`src/rtl/lcd_scaler.sv`:
```
// rtl/lcd_scaler.sv - downscales a palette-indexed source raster into an RGB565 LCD frame buffer
//
// Ports:
//   clk          system clock, all logic on rising edge
//   reset        synchronous active-high reset
//   enable       frame capture enable, sampled only together with frame_start
//   frame_start  one-cycle pulse at the start of a source frame
//   pix_valid    qualifies pix_color, one source pixel per assertion, raster order
//   pix_color    4-bit source palette index
//   ram_wr       one-cycle frame buffer write strobe
//   ram_addr     frame buffer word address (held when ram_wr=0)
//   ram_data     RGB565 pixel (held when ram_wr=0)
//   frame_done   one-cycle pulse the cycle after the final buffer write of a frame
module lcd_scaler #(
    parameter int SRC_W = 256,
    parameter int SRC_H = 192,
    parameter int DST_W = 96,
    parameter int DST_H = 64
) (
    input  logic        clk,
    input  logic        reset,
    input  logic        enable,
    input  logic        frame_start,
    input  logic        pix_valid,
    input  logic [3:0]  pix_color,
    output logic        ram_wr,
    output logic [12:0] ram_addr,
    output logic [15:0] ram_data,
    output logic        frame_done
);

    localparam int XW   = $clog2(SRC_W);
    localparam int LW   = $clog2(SRC_H + 1);
    localparam int LAST = DST_W * DST_H - 1;

    typedef enum logic {IDLE, ACTIVE} state_t;

    state_t          state_q, state_d;
    logic [XW-1:0]   src_x_q, src_x_d;
    logic [LW-1:0]   src_line_q, src_line_d;
    logic [9:0]      hacc_q, hacc_d;
    logic [9:0]      vacc_q, vacc_d;
    logic            line_sel_q, line_sel_d;
    logic [12:0]     wr_addr_q, wr_addr_d;
    logic            full_q, full_d;
    logic            s1_vld_q, s1_vld_d;
    logic [12:0]     s1_addr_q, s1_addr_d;
    logic [3:0]      s1_color_q, s1_color_d;
    logic            s1_last_q, s1_last_d;
    logic            ram_wr_q, ram_wr_d;
    logic [12:0]     ram_addr_q, ram_addr_d;
    logic [15:0]     ram_data_q, ram_data_d;
    logic            wr_last_q, wr_last_d;
    logic            frame_done_q, frame_done_d;

    // TMS9918 colours, 8-bit components truncated to RGB565
    function automatic logic [15:0] palette(input logic [3:0] c);
        case (c)
            4'd0:    palette = 16'h0000;
            4'd1:    palette = 16'h0000;
            4'd2:    palette = 16'h2648;
            4'd3:    palette = 16'h5EEF;
            4'd4:    palette = 16'h52BD;
            4'd5:    palette = 16'h7BBF;
            4'd6:    palette = 16'hD289;
            4'd7:    palette = 16'h475E;
            4'd8:    palette = 16'hFAAA;
            4'd9:    palette = 16'hFBCF;
            4'd10:   palette = 16'hD60A;
            4'd11:   palette = 16'hE670;
            4'd12:   palette = 16'h2587;
            4'd13:   palette = 16'hCAD7;
            4'd14:   palette = 16'hCE79;
            default: palette = 16'hFFFF;
        endcase
    endfunction

    logic        accept;
    logic        line_sel;
    logic        col_sel;
    logic [9:0]  s_sum;
    logic [9:0]  t_sum;

    always_comb begin
        state_d      = state_q;
        src_x_d      = src_x_q;
        src_line_d   = src_line_q;
        hacc_d       = hacc_q;
        vacc_d       = vacc_q;
        line_sel_d   = line_sel_q;
        wr_addr_d    = wr_addr_q;
        full_d       = full_q;
        s1_vld_d     = 1'b0;
        s1_addr_d    = s1_addr_q;
        s1_color_d   = s1_color_q;
        s1_last_d    = 1'b0;
        // stage 2 drains stage 1 even across frame_start so an in-flight write completes
        ram_wr_d     = s1_vld_q;
        ram_addr_d   = s1_vld_q ? s1_addr_q : ram_addr_q;
        ram_data_d   = s1_vld_q ? palette(s1_color_q) : ram_data_q;
        // the last-write tag is dropped by any frame_start, so an aborted frame never signals done
        wr_last_d    = s1_last_q && !frame_start;
        frame_done_d = wr_last_q && !frame_start;

        accept   = (state_q == ACTIVE) && pix_valid && !frame_start;
        s_sum    = hacc_q + 10'(DST_W);
        t_sum    = vacc_q + 10'(DST_H);
        col_sel  = (s_sum >= 10'(SRC_W));
        line_sel = line_sel_q;

        if (frame_start) begin
            state_d    = enable ? ACTIVE : IDLE;
            src_x_d    = '0;
            src_line_d = '0;
            wr_addr_d  = '0;
            full_d     = 1'b0;
            hacc_d     = 10'(SRC_W - DST_W);
            vacc_d     = 10'(SRC_H - DST_H);
            line_sel_d = 1'b0;
        end else if (accept) begin
            // line selection is decided by the first pixel of each line
            if (src_x_q == '0) begin
                line_sel   = (t_sum >= 10'(SRC_H));
                vacc_d     = line_sel ? (t_sum - 10'(SRC_H)) : t_sum;
                line_sel_d = line_sel;
            end
            hacc_d = col_sel ? (s_sum - 10'(SRC_W)) : s_sum;
            if (line_sel && col_sel && !full_q) begin
                s1_vld_d   = 1'b1;
                s1_addr_d  = wr_addr_q;
                s1_color_d = pix_color;
                s1_last_d  = (wr_addr_q == 13'(LAST));
                // saturate at the last buffer word instead of wrapping
                if (wr_addr_q == 13'(LAST)) full_d = 1'b1;
                else                        wr_addr_d = wr_addr_q + 13'd1;
            end
            if (src_x_q == XW'(SRC_W - 1)) begin
                src_x_d    = '0;
                hacc_d     = 10'(SRC_W - DST_W);
                src_line_d = src_line_q + 1'b1;
                if (src_line_q == LW'(SRC_H - 1)) state_d = IDLE;
            end else begin
                src_x_d = src_x_q + 1'b1;
            end
        end
    end

    always_ff @(posedge clk) begin
        if (reset) begin
            state_q      <= IDLE;
            src_x_q      <= '0;
            src_line_q   <= '0;
            hacc_q       <= '0;
            vacc_q       <= '0;
            line_sel_q   <= 1'b0;
            wr_addr_q    <= '0;
            full_q       <= 1'b0;
            s1_vld_q     <= 1'b0;
            s1_addr_q    <= '0;
            s1_color_q   <= '0;
            s1_last_q    <= 1'b0;
            ram_wr_q     <= 1'b0;
            ram_addr_q   <= '0;
            ram_data_q   <= '0;
            wr_last_q    <= 1'b0;
            frame_done_q <= 1'b0;
        end else begin
            state_q      <= state_d;
            src_x_q      <= src_x_d;
            src_line_q   <= src_line_d;
            hacc_q       <= hacc_d;
            vacc_q       <= vacc_d;
            line_sel_q   <= line_sel_d;
            wr_addr_q    <= wr_addr_d;
            full_q       <= full_d;
            s1_vld_q     <= s1_vld_d;
            s1_addr_q    <= s1_addr_d;
            s1_color_q   <= s1_color_d;
            s1_last_q    <= s1_last_d;
            ram_wr_q     <= ram_wr_d;
            ram_addr_q   <= ram_addr_d;
            ram_data_q   <= ram_data_d;
            wr_last_q    <= wr_last_d;
            frame_done_q <= frame_done_d;
        end
    end

    assign ram_wr     = ram_wr_q;
    assign ram_addr   = ram_addr_q;
    assign ram_data   = ram_data_q;
    assign frame_done = frame_done_q;

endmodule

```
`config.mk`:
```
export PLATFORM = sky130hd
export DESIGN_NAME = lcd_scaler
export DESIGN_NICKNAME = d
export VERILOG_FILES = /design/src/rtl/lcd_scaler.sv
export SDC_FILE = /design/constraint.sdc
export NUM_CORES = 1
export LEC_CHECK = 0
export ABC_AREA = 1
export BUFFER_PORTS_ARGS = -buffer_cell sky130_fd_sc_hd__buf_2
export CAP_MARGIN = 20
export CORE_MARGIN = 2
export CORE_UTILIZATION = 50
export CTS_BUF_LIST = sky130_fd_sc_hd__clkbuf_8
export CTS_CLUSTER_SIZE = 40
export DETAILED_ROUTE_END_ITERATION = 8
export GPL_ROUTABILITY_DRIVEN = 0
export PLACE_DENSITY = 0.69
export SLEW_MARGIN = 20
export SYNTH_ARGS = -nofsm -noshare
export SYNTH_HDL_FRONTEND = slang
export SYNTH_SLANG_ARGS = --single-unit
```
`constraint.sdc`:
```
create_clock -name clk -period 3.2 [get_ports clk]
set_input_delay 0.32 -clock clk [delete_from_list [all_inputs] [get_ports clk]]
set_output_delay 0.32 -clock clk [all_outputs]
set_load 0.05 [all_outputs]
```
# Yosys cells after proc, flatten, opt, wreduce, memory -nomap -nowiden

Memory sizes are Yosys's and may differ from the RTL's. A register that Yosys moved wholly into a read port is not among the register bits.
Index checks and enable logic that the tools add are counted.

Flip-flop bits (word level): 87
Memory bits (read-only): 256
Input port bits: 9
Memories: 1

Add/subtract/negate cells: 7
Magnitude comparators: 2
Equal/unequal tests: 3
Multiplexer cells: 18
Bitwise gates (word level): 4
Reduce and logical (&&, ||, !) cells: 23

Memory list:

| memory           | words | width | read ports | clocked after memory_dff | write ports | line | RTL |
|---|---|---|---|---|---|---|---|
| (name not given) | 16    | 16    | 1          | 1                        | 0           | 58   | `case (c)` |

Operators by type and width:

| kind                                                                                 | number |
|---|---|
| 8-bit two-way mux                                                                    | 6 |
| 10-bit two-way mux                                                                   | 3 |
| 10-bit by 7-bit adder with 10-bit output, second input constant                      | 2 |
| 8-bit by 1-bit adder with 8-bit output, second input constant                        | 2 |
| 8-bit equality test, second input constant                                           | 2 |
| 13-bit by 1-bit adder with 13-bit output, second input constant                      | 1 |
| 13-bit equality test, second input constant                                          | 1 |
| 3-bit AND reduction                                                                  | 4 |
| 10-bit by 8-bit greater-or-equal comparator with 1-bit output, second input constant | 1 |
| 10-bit by 9-bit greater-or-equal comparator with 1-bit output, second input constant | 1 |
| 10-bit by 8-bit subtractor with 10-bit output, second input constant                 | 1 |
| 10-bit by 9-bit subtractor with 10-bit output, second input constant                 | 1 |
| 1-bit two-way mux                                                                    | 9 |
| 8-bit zero test                                                                      | 1 |
| 2-bit nonzero test                                                                   | 4 |
| 1-bit logical AND                                                                    | 6 |
| 2-bit AND reduction                                                                  | 3 |
| 1-bit inverter                                                                       | 4 |
| 4-bit OR reduction                                                                   | 1 |
| 3-bit OR reduction                                                                   | 1 |
| 1-bit zero test                                                                      | 2 |
| 2-bit OR reduction                                                                   | 1 |

# Longest topological paths before layout

Depth in word-level cells: 9
Mapped depth: 11
Mapped depth without buffers: 11

# Worst setup path after synthesis

No wires, ideal clock.

Kind: flip-flop to flip-flop
Start: reg hacc_q[5]
End: reg s1_color_q[1]
Setup time: 0.123 ns
Data arrival time: 1.456 ns
Data required time: 3.077 ns
Path slack: 1.621 ns
Cell stages (with the launch flop): 12
Path buffers: 1
Period minus slack after synthesis: 1.579 ns
Cell sequence: dfxtp_1 inv_1 ha_1 inv_1 nand3_1 nand2_1 nand2_1 a21oi_4 nand2_4 buf_6 o21ai_1 a21oi_1

Word-level cells in the longest chain between the ends: 5

RTL lines:

| item                                                          | line | RTL |
|---|---|---|
| from (decl)                                                   | 41   | `logic [9:0] hacc_q, hacc_d;` |
| from (signal assigned)                                        | 153  | `hacc_q <= '0;` |
| from (signal assigned)                                        | 171  | `hacc_q <= hacc_d;` |
| 10-bit by 7-bit adder with 10-bit output                      | 106  | `s_sum = hacc_q + 10'(DST_W);` |
| 10-bit by 9-bit greater-or-equal comparator with 1-bit output | 108  | `col_sel = (s_sum >= 10'(SRC_W));` |
| 1-bit logical AND (2 in series)                               | 128  | `if (line_sel && col_sel && !full_q) begin` |
| 3-bit AND reduction (no source line)                          | --   |  |
| to (signal assigned)                                          | 178  | `s1_color_q <= s1_color_d;` |
| to (decl)                                                     | 48   | `logic [3:0] s1_color_q, s1_color_d;` |

Every way passes these cells.
A chain may end at the register's enable or synchronous reset.

# Worst setup path after layout

Start: reg hacc_q[5]
End: reg s1_addr_q[7]

Word-level cells in the longest chain between the ends: 5

RTL lines:

| item                                                          | line | RTL |
|---|---|---|
| 10-bit by 7-bit adder with 10-bit output                      | 106  |  |
| 10-bit by 9-bit greater-or-equal comparator with 1-bit output | 108  |  |
| 1-bit logical AND (2 in series)                               | 128  |  |
| 3-bit AND reduction (no source line)                          | --   |  |
| to (signal assigned)                                          | 177  | `s1_addr_q <= s1_addr_d;` |
| to (decl)                                                     | 47   | `logic [12:0] s1_addr_q, s1_addr_d;` |

Every way passes these cells.

==> run summary <==
Run status -> finished clean
Number of remaining DRC errors -> 0
Hold violation total from the final report -> 0
Number of vias per cell after detailed routing -> 5.257
CORE AREA -> 8299 sq um
Horizontal die dimension -> 97.20 microns
Number of cell instances on the worst register-to-register path -> 10
Number of setup buffers added after CTS -> 0
Number of warnings reported in the yosys synthesis log -> 0
Flop-to-flop setup slack -> 0.96 ns
Endpoint of the worst hold-timing path -> state_q
Maximum fanout count along the critical path -> 28
Upper clock frequency limit -> 447.2 MHz
Max Buffers Root-to-Sink -> 2
Main synth FF type -> dfxtp_1
Clock tree from TritonCTS -> done
Per-instance average area after synthesis -> 7.262 sq um
Yosys top cell by area -> dfxtp_1
Number of antenna diodes -> 0
Number of storage elements in the synthesis netlist -> 92
Global-route wire length before repair -> 15.93 mm
GRT Resource Usage Total -> 19.78%
Maxcap violations -> 0
Largest vdd supply drop -> 0.2236 mV
Syn nets -> 622
Unique masters post-synth -> 36
Number of port buffers -> 39
Fraction of the yosys area taken by sequential cells -> 42.41%
Destination of the worst register-to-register timing path -> s1_addr_q[7]
Buffer type at the clock tree root -> clkbuf_8
Detail Route Antenna Nets -> 0
Reg2Reg Launch Point -> hacc_q[5]
Worst-case headroom to the max-slew limit -> 32.96%
Unrepaired setup endpoints after global routing -> false
Data arrival at the endpoint of the critical path -> 2.47 ns
Number of DRC markers after the initial detailed-route iteration -> 235
Total die area -> 9447 sq um
Final-stage net count -> 649
Number of antenna violations at the first check in global routing -> 0
Area delta synth->final -> 9.277%
Top-Level Pins -> 40
Time the final worst path needs with I/O delays and setup -> 2.236 ns
Hold path startpoint -> enable
Share of flip-flops with an asynchronous set or reset after synthesis -> 0%
Die Y -> 97.20 microns
Sum of internal, switching and leakage power -> 1.973 mW
Routed length per instance -> 12.24 microns
Worst-skew pair later-pin latency -> 0.35 ns
Yosys top cell area share -> 42.41%
Number of CTS-inserted buffers -> 9
Number of flops mapped to enable cells by yosys -> 0
Clock transition at path regs -> 0.09 ns
Tightest Pin Transition -> 0.9994 ns
Post-Route WL -> 8.997 mm
Leakage power total -> 1.975 nW
Gates resized, CTS repair -> 0
Worst hold path class -> primary input to register
# rows -> 33
Pin count of the biggest net entering global routing -> 43
Total gr overflow -> 0
Number of hold buffers added after cts -> 0
Cell types occupying the most area after synthesis -> dfxtp_1, nand2_1, a21oi_1
Accumulated negative setup slack -> 0 ns
H-tree levels -> 3
Top cell types by occurrence after synthesis -> nand2_1, dfxtp_1, inv_1, nor2_1, a21oi_1
Final clock period utilization by the worst path -> 69.88%
Total number of vias -> 3864
Number of global-route vias before repair -> 3621
Count of final setup violators -> 0
Category of the most critical setup path -> register to register
Most frequent cell after synthesis -> nand2_1
Max incr delay on CP -> 0.53 ns
Critical Path Source Type -> register
Count of fill cells added during filler insertion -> 818
Cell with the largest stage delay on the worst path -> a21oi_4
Cells traversed along the worst timing path -> inv_1 > ha_1 > inv_1 > nand3_1 > nand2_1 > nand2_1 > a21oi_4 > nand2_4 > o21ai_0 > a21oi_1
Number of max-slew violations in the final report -> 0
Worst Setup End Kind -> register
Post-detailed-placement half-perimeter wirelength -> 6.287 mm
Detailed Routing Iterations Pass 1 -> 5
Worst clock skew on the final layout -> 0.01468 ns
Critical path required time -> 3.44 ns
Number of clock sinks -> 92
Post-synthesis instance area -> 4343 sq um
Min-Delay Path Depth -> 3
Total power divided by cell area -> 415.8 nW/um^2
Number of standard cells after synthesis -> 598
Starting density of the core -> 52.33%
Share of post-route cells with drive strength above 1 -> 11.75%
area by class of cell:
class	instances	area [sq um]	area share [%]
Clock buffer	9	123.9	2.610
Multi-Input combinational cell	403	2079	43.82
Sequential cell	92	1842	38.81
Tap cell	105	131.4	2.768
Timing Repair Buffer	41	210.2	4.429
Clock inverter	7	66.31	1.397
Inverter	78	292.8	6.169
placed cells by master (no fill, tap or decap), types with 2 or more instances in the layout:
master and count:
o221ai_1 4, nand4_1 18, nor2_4 2, a31oi_1 5, clkinv_1 4, dfxtp_1 92
o21ai_1 5, nor2_1 70, nor3_1 13, a21oi_1 57, nand3_1 33, nand2_2 2
nor3b_1 2, inv_2 4, inv_8 3, buf_2 39, o21ai_0 47, o211ai_1 4
a211oi_1 2, ha_1 15, xnor2_1 5, clkbuf_8 9, xor2_1 6, inv_1 70
clkinvlp_4 2, nor2_2 4, buf_4 2, nand2_1 100
power by group:
part	total, mW	internal [mW]	switching (mW)
Combinational	0.0756	0.0203	0.0553
Sequential	1.15	1.15	0.00500
Clock	0.744	0.303	0.441
Total	1.97	1.47	0.501
registers in the layout, indices dropped and copies added (netlist names), 4 cells and up:
signal and count:
hacc_q 5, s1_color_q 4, vacc_q 4, ram_addr 13, src_x_q 8, s1_addr_q 13, ram_data 16, wr_addr_q 13
src_line_q 8
stage by stage:
step	utilization (%)	setup slack (ns)	hold slack [ns]	cells	area (sq um)
detailed placement	54.89	1.009	0.4090	719	4556
floorplan	-	1.621	0.3891	598	4343
global route	57.18	0.6853	0.2200	735	4746
CTS	57.18	0.9718	0.1951	735	4746
global placement	54.89	1.130	0.4076	719	4556
finish	57.18	0.9637	0.1993	735	4746
worst max-delay path: cells and delay by family (launching register included):
| kind | cells | cell delay (ns) |
|---|---|---|
| and+or+nand+nor | 4 | 0.51 |
| DFF | 1 | 0.37 |
| AOI/OAI and AO/OA | 3 | 0.86 |
| buffers and inverters | 2 | 0.16 |
| adders and majority gates | 1 | 0.22 |
worst max-delay path by stage:
stage                    endpoint      start  slack, ns
floorplan           s1_color_q[1]  hacc_q[5]       1.62
global placement     wr_addr_q[0]  hacc_q[5]       1.13
detailed placement   s1_addr_q[7]  hacc_q[5]       1.01
CTS                  s1_addr_q[7]  hacc_q[5]       0.97
global route         s1_addr_q[9]  hacc_q[5]       0.69
finish               s1_addr_q[7]  hacc_q[5]       0.96
kinds of logic (layout without fill, tap and decap cells):
| family | count (synthesis) | count (layout) | share of synthesized area (%) |
|---|---|---|---|
| AOI/OAI and AO/OA | 128 | 128 | 16.02 |
| xor gates and xnor gates | 11 | 11 | 2.218 |
| adders and majority gates | 15 | 15 | 4.322 |
| buffers and inverters | 103 | 135 | 9.709 |
| DFF | 92 | 92 | 42.41 |
| and+or+nand+nor | 249 | 249 | 25.32 |
per-layer routing:
layer	vias to the layer above	share of wire, %	track usage (%)
met5	-	0	0
met4	0	1.2	6.717
met3	10	3.7	3.165
met2	77	46	33.49
met1	1759	49	25.69
li1	2018	-	-
Note: power is estimated with default switching activity, not from simulation.
